--- config.mk ---
export PLATFORM = sky130hd
export DESIGN_NAME = coin_anim_ctrl
export DESIGN_NICKNAME = d
export VERILOG_FILES = /design/src/rtl/coin_anim_ctrl.sv
export SDC_FILE = /design/constraint.sdc
export NUM_CORES = 1
export LEC_CHECK = 0
export ABC_AREA = 1
export CAP_MARGIN = 20
export CORE_MARGIN = 2
export CORE_UTILIZATION = 28
export CTS_CLUSTER_SIZE = 12
export DETAILED_ROUTE_END_ITERATION = 8
export PLACE_DENSITY = 0.56
export SLEW_MARGIN = 20
export SYNTH_ARGS = -nofsm -noshare
export SYNTH_HDL_FRONTEND = slang
export SYNTH_SLANG_ARGS = --single-unit
--- constraint.sdc ---
create_clock -name Clk -period 5.3 [get_ports Clk]
set_input_delay 1.06 -clock Clk [delete_from_list [all_inputs] [get_ports Clk]]
set_output_delay 1.06 -clock Clk [all_outputs]
set_load 0.05 [all_outputs]
--- src/rtl/coin_anim_ctrl.sv ---
// Coin sprite sequencer: spin frames, 20x20 ROM addressing, collect rise + done pulse.
// Optional COIN_SPIN_PINGPONG_EN: frames bounce 0,1,2,3,2,1,0 instead of wrapping.
module coin_anim_ctrl #(
    parameter int SPRITE_W    = 20,
    parameter int SPRITE_H    = 20,
    parameter int HOLD_FRAMES = 6,
    parameter int RISE_FRAMES = 16,
    parameter int RISE_STEP   = 2
) (
    input  logic       Clk,
    input  logic       Reset_n,
    input  logic       frame_clk,
    input  logic       spawn,
    input  logic       collect,
    input  logic [9:0] coin_x,
    input  logic [9:0] coin_y,
    input  logic [9:0] DrawX,
    input  logic [9:0] DrawY,
    output logic [8:0] read_address,
    output logic [1:0] frame_sel,
    output logic       is_coin,
    output logic       coin_active,
    output logic       coin_done
);

    localparam int HW = $clog2(HOLD_FRAMES);
    localparam int RW = $clog2(RISE_FRAMES + 1);

    localparam logic [1:0] IDLE = 2'd0;
    localparam logic [1:0] SPIN = 2'd1;
    localparam logic [1:0] RISE = 2'd2;

    logic [1:0]    state;
    logic [1:0]    frame;
    logic [1:0]    frame_adv;
    logic [HW-1:0] hold;
    logic [RW-1:0] rise_cnt;
    logic [9:0]    rise_off;
    logic          frame_clk_d;
    logic          tick;

    assign tick        = frame_clk & ~frame_clk_d;
    assign coin_active = (state == SPIN) || (state == RISE);

`ifdef COIN_SPIN_PINGPONG_EN
    logic dir_up;
    logic dir_adv;

    // Bounce at the ends: 3 turns down, 0 turns up
    always_comb begin
        frame_adv = frame;
        dir_adv   = dir_up;
        if (dir_up) begin
            if (frame == 2'd3) begin
                frame_adv = 2'd2;
                dir_adv   = 1'b0;
            end else begin
                frame_adv = frame + 2'd1;
            end
        end else begin
            if (frame == 2'd0) begin
                frame_adv = 2'd1;
                dir_adv   = 1'b1;
            end else begin
                frame_adv = frame - 2'd1;
            end
        end
    end

    always_ff @(posedge Clk or negedge Reset_n) begin
        if (!Reset_n) begin
            dir_up <= 1'b1;
        end else if (state == IDLE && spawn) begin
            dir_up <= 1'b1;
        end else if (tick && state == SPIN && !collect
                     && hold == HW'(HOLD_FRAMES - 1)) begin
            dir_up <= dir_adv;
        end else if (tick && state == RISE && hold == HW'(1)) begin
            dir_up <= dir_adv;
        end
    end
`else
    assign frame_adv = frame + 2'd1;
`endif

    always_ff @(posedge Clk or negedge Reset_n) begin
        if (!Reset_n) begin
            state       <= IDLE;
            frame       <= 2'd0;
            hold        <= '0;
            rise_cnt    <= '0;
            rise_off    <= '0;
            coin_done   <= 1'b0;
            frame_clk_d <= 1'b0;
        end else begin
            frame_clk_d <= frame_clk;
            coin_done   <= 1'b0;
            case (state)
                IDLE: begin
                    if (spawn) begin
                        state <= SPIN;
                        frame <= 2'd0;
                        hold  <= '0;
                    end
                end
                SPIN: begin
                    if (collect) begin
                        state    <= RISE;
                        rise_cnt <= '0;
                        rise_off <= '0;
                        hold     <= '0;
                    end else if (tick) begin
                        if (hold == HW'(HOLD_FRAMES - 1)) begin
                            hold  <= '0;
                            frame <= frame_adv;
                        end else begin
                            hold <= hold + HW'(1);
                        end
                    end
                end
                RISE: begin
                    if (tick) begin
                        // Fast spin: advance on every second tick
                        if (hold == HW'(1)) begin
                            hold  <= '0;
                            frame <= frame_adv;
                        end else begin
                            hold <= hold + HW'(1);
                        end
                        if (rise_cnt == RW'(RISE_FRAMES - 1)) begin
                            state     <= IDLE;
                            coin_done <= 1'b1;
                            rise_off  <= '0;
                            rise_cnt  <= '0;
                        end else begin
                            rise_cnt <= rise_cnt + RW'(1);
                            rise_off <= rise_off + 10'(RISE_STEP);
                        end
                    end
                end
                default: state <= IDLE;
            endcase
        end
    end

    logic [10:0] yeff;
    logic [10:0] dx;
    logic [10:0] dy;
    logic        in_box;
    logic [8:0]  addr9;

    // Two's-complement 11-bit offsets; sign bit rejects pixels left/above
    assign yeff   = {1'b0, coin_y} - {1'b0, rise_off};
    assign dx     = {1'b0, DrawX} - {1'b0, coin_x};
    assign dy     = {1'b0, DrawY} - yeff;
    assign in_box = !dx[10] && (dx < 11'(SPRITE_W))
                 && !dy[10] && (dy < 11'(SPRITE_H));
    assign addr9  = dy[8:0] * 9'(SPRITE_W) + dx[8:0];

    always_ff @(posedge Clk or negedge Reset_n) begin
        if (!Reset_n) begin
            read_address <= '0;
            frame_sel    <= 2'd0;
            is_coin      <= 1'b0;
        end else begin
            read_address <= in_box ? addr9 : 9'd0;
            frame_sel    <= frame;
            is_coin      <= in_box && coin_active;
        end
    end

endmodule

---- Word level (Yosys, flattened, before mapping) ----
Index checks and enable logic that the tools add are counted.
operators by class
  $add $sub $neg .......................... 8
  multipliers ............................. 1
  $lt $le $gt $ge ......................... 2
  eq/ne operators ......................... 14
  muxes and demuxes ....................... 31
  bitwise logic cells ..................... 2
  reduce and logical (&&, ||, !) cells .... 14
operator list
  cell                   count
  $mux 10                3
  $lt 11x5->1 const B    2
  $sub 10x10->11         2
  $mux 2                 10
  $pmux 10 s2            1
  $mux 3                 6
  $mux 5                 3
  $pmux 2 s3             2
  $sub 10x11->11         1
  $add 10x2->10 const B  1
  $ne 2x2->1 const B     5
  $pmux 5 s2             1
  $add 9x9->9            1
  $mul 9x3->7 const B    1
  $mux 9                 1
  $pmux 3 s3             1
  $reduce_and 4->1       2
  $reduce_and 7->1       1
  $ne 2x1->1 const B     3
  $add 5x1->5 const B    1
  $eq 5x4->1 const B     1
  $logic_and 1x1->1      4
  $add 3x1->3 const B    1
  $eq 3x1->1 const B     1
  14 further kinds       17
word-level totals
  register bits after elaboration ......... 36
  bits of input ports ..................... 45

---- Logic depth before layout (Yosys ltp) ----
  depth after elaboration ................. 6
  gate-level depth with buffers ........... 29
  mapped depth without buffers ............ 28

---- Least setup slack after synthesis ----
Ideal clock, no wire load.
  path kind ............................... input -> register
  from .................................... in DrawY[1]
  to ...................................... reg read_address[8]
  setup time .............................. 120 ps
  arrival ................................. 4414 ps
  path slack .............................. 766 ps
  cell stages on the path ................. 25
  buffers on the path ..................... 0
  path through ............................ inv_1 -> fa_1 -> inv_1 -> fa_1 -> nand2_1 -> nand2_1 -> nand3b_1 -> nand2_1 -> ha_1 -> fa_1 -> xor2_1 -> ha_1 -> nand2_1 -> inv_1 -> nand4_1 -> nand3_1 -> nand3_1 -> nand2_1 -> inv_1 -> nand2_1 -> nand2_1 -> nand2_1 -> nand2_1 -> inv_1 -> nor2_1
between the ends
  cells in the longest elaborated chain, start to end .. 5
  elaborated cells between the ends (all ways) .. 8
  classes of those cells .................. add/sub (2); mul (1); order compare (1); mux (1); reduce/logical (3)
RTL lines
  element                                              RTL line  text
  start: declaration                                   18        input logic [9:0] DrawY,
  $sub 10x11->11 *                                     155       assign dy = {1'b0, DrawY} - yeff;
  branches (longest 3 deep; another with $mul 9x3->7)  n/a
  $mux 9 *                                             166       read_address <= in_box ? addr9 : 9'd0;
  end signal: assignment                               166
  end: declaration                                     19        output logic [8:0] read_address,
Every way passes the cells marked *.
A chain may end at the register's enable or synchronous reset.

---- Worst setup path after layout ----
Same ends and word-level chain as after synthesis.

==> flow_summary_export.csv <==
group,metric,value,unit
run_status,status,"complete, no violations",
routing,vias_per_cell,4.39,
global_route,gr-total-overflow,0,
die,fp.dieH,116,um
die,dieWidth,116,um
critical_path,start_kind,"input pin",
critical_path,path_max_fanout,4,
logic_synthesis,yosys-top-cells-area,"dfrtp_1, ha_1, inv_1",
logic_synthesis,syn-num-nets,606,
clock_network,clock_tree.root_cell,"clkbuf_16",
critical_path,crit_start,"DrawY[1]",
logic_synthesis,synth_area_leader_cell,"dfrtp_1",
logic_synthesis,synth_edf_count,0,
routing,wirelength,8160,um
layout,syn2layout_area_growth,26.2,%
logic_synthesis,yosys_most_used_dff,"dfrtp_1",
job,max_cap_viol_count,0,
die,start_util,0.290,
pwr,power.density,552,nW/um2
clock_network,clk_path_buf_depth,2,
sta,worst_slack,0.388,ns
layout,layout-drive-gt1-share,0.0384,
logic_synthesis,synth.most_common_cell,"inv_1",
sta,fin_crit,4.91,ns
logic_synthesis,syn_area_per_cell,6.90,um2
critical_path,arrival,5.09,ns
pwr,peakVddDrop,314,uV
routing,first_pass_iters,4,
logic_synthesis,synthCells,509,
sta,hold_viol_final,0,
sta,finalClockSkew,0.00538,ns
global_route,antenna_found_initial,0,
clock_network,postCtsHoldBufs,0,
logic_synthesis,synthArstFlopShare,1.00,
critical_path,required,5.48,ns
layout,diodes,0,
critical_path,crit_path_end_kind,"register",
logic_synthesis,yosysWarningCount,0,
sta,worst_pin_slew,0.821,ns
sta,setup_tns,0,ns
die,rows,40,
sta,grt_setup_unrepaired,"false",
worst_hold_path,hold_path.class,"register to register",
sta,slew_headroom,0.453,
layout,finalNetCount,669,
global_route,first_global_vias,3162,
logic_synthesis,synth-seq-cells,35,
global_route,track_usage,0.129,
logic_synthesis,ys_types,34,
clock_network,clk_latency,0.28,ns
die,coreArea,12100,um2
place,hpwl,6810,um
place,dpl.cell_count,733,
logic_synthesis,synthesis.area,3510,um2
sta,whs,0.386,ns
routing,drt_iter0_markers,156,
place,io_buffer_count,58,
critical_path,criticalPathCategory,"input pin to register",
clock_network,cts_num_sinks,35,
critical_path,timing.rr.start,"rise_off[1]$_DFFE_PN0P_",
place,dp_slack,0.0376,ns
sta,period_share,0.927,
routing,vias,3253,
layout,finish.utilization,0.366,
pwr,p_leak,2.38,nW
die,dieArea,13500,um2
routing,drc,0,
pwr,power,2.44,mW
place,dpl_cell_area,4280,um2
routing,final_antenna_net_count,0,
routing,wl_per_cell,11.0,um
clock_network,htree_levels,2,
global_route,grt_pass1_wl,13900,um
worst_hold_path,hp-start,"frame[1]$_DFFE_PN0P_",
layout,finalNonFillerCells,741,
logic_synthesis,synth.top_cell.area_share,0.249,
layout,postLayoutCellArea,4430,um2
die,pin_count,59,
clock_network,numCtsBuffers,5,
sta,fmax,204,MHz
clock_network,cts.clk_slew.worst_paths,0.06,ns
logic_synthesis,ys_seq_area_frac,0.249,
global_route,grt_max_degree,36,
place,globalplace.congestion,0.899,
clock_network,cts_tree,"built",
logic_synthesis,synth_commonest_cells,"inv_1, nand2_1, nor2_1, nand3_1, ha_1",
sta,finalSetupViolCount,0,
sta,slew_violations,0,
## registers in the layout, indices dropped and copies added, names as in the netlist
signal / cells
rise_cnt: 5
is_coin: 1
hold: 3
coin_done: 1
frame: 2
rise_off: 9
state: 2
frame_clk_d: 1
read_address: 9
frame_sel: 2
## power breakdown
group / total [mW] / internal [mW] / switching, mW
Combinational: 1.79 / 0.702 / 1.09
Sequential: 0.348 / 0.313 / 0.0349
Clock: 0.305 / 0.176 / 0.129
Total: 2.44 / 1.19 / 1.25
## cells by family after synthesis
kind of cell / count (synthesis) / share of synthesized area
xor+xnor: 13 / 0.0324
buf+inv: 130 / 0.142
fa+ha+maj: 52 / 0.213
flops: 35 / 0.249
compound gates: 54 / 0.0862
simple gates: 225 / 0.277
## per-layer routing
| metal | part of all wire | GRT usage |
|---|---|---|
| met1 | 0.46 | 0.163 |
| met5 | 0 | 0 |
| met3 | 0.043 | 0.0188 |
| met4 | 0.015 | 0.0325 |
| met2 | 0.48 | 0.230 |
## worst max-delay path, cell delays in order
cell	delay, ns
clkdlybuf4s50_1	0.45
inv_1	0.05
fa_1	0.50
inv_1	0.07
fa_1	0.48
nand2_1	0.09
nand2_1	0.09
nand3b_1	0.12
nand2_1	0.09
ha_1	0.34
fa_1	0.44
xor2_1	0.15
ha_1	0.34
nand2_1	0.07
inv_1	0.07
nand4_1	0.07
nand3_1	0.11
nand3_1	0.08
nand2_1	0.08
inv_1	0.04
nand2_1	0.07
nand2_1	0.05
nand2_1	0.05
nand2_1	0.04
inv_1	0.04
nor2_1	0.03
## cell type report
class                   count  area [um2]
clock buffers               5         125
clock inverters             3        23.8
fillers                  1292        7680
inverters                 128         480
multi-input cells         344        2140
flip-flops and latches     35         876
well taps                 168         210
repair buffers             58         576
## cells in the final DEF (no fill, tap or decap), types with 3 or more instances in the layout
cell type	Yosys	routed
inv_1	126	126
nand2_1	118	118
clkdlybuf4s50_1	0	57
nor2_1	45	45
nand3_1	43	43
ha_1	39	38
dfrtp_1	35	35
a21oi_1	31	31
fa_1	13	13
o21ai_0	11	11
xor2_1	8	8
xnor2_1	5	5
clkbuf_16	0	5
nand4_1	4	4
nor3_1	3	3
## worst paths after layout
path | end | slack, ns | cells past startpoint
min in group asynchronous | read_address[8]$_DFF_PN0_ | 0.87 | 1
max in group asynchronous | frame_clk_d$_DFF_PN0_ | 3.91 | 1
max reg2reg | read_address[8]$_DFF_PN0_ | 1.18 | 25
min | frame_sel[1]$_DFF_PN0_ | 0.39 | 0
min reg2reg | frame_sel[1]$_DFF_PN0_ | 0.39 | 0
max | read_address[8]$_DFF_PN0_ | 0.39 | 26
## repair_timing
| item | CTS | global route |
|---|---|---|
| gates resized for setup | 0 | 1 |
| endpoints found under the setup margin | 0 | 1 |
| buffers inserted | 0 | 0 |
Note: power is estimated with default switching activity, not from simulation.
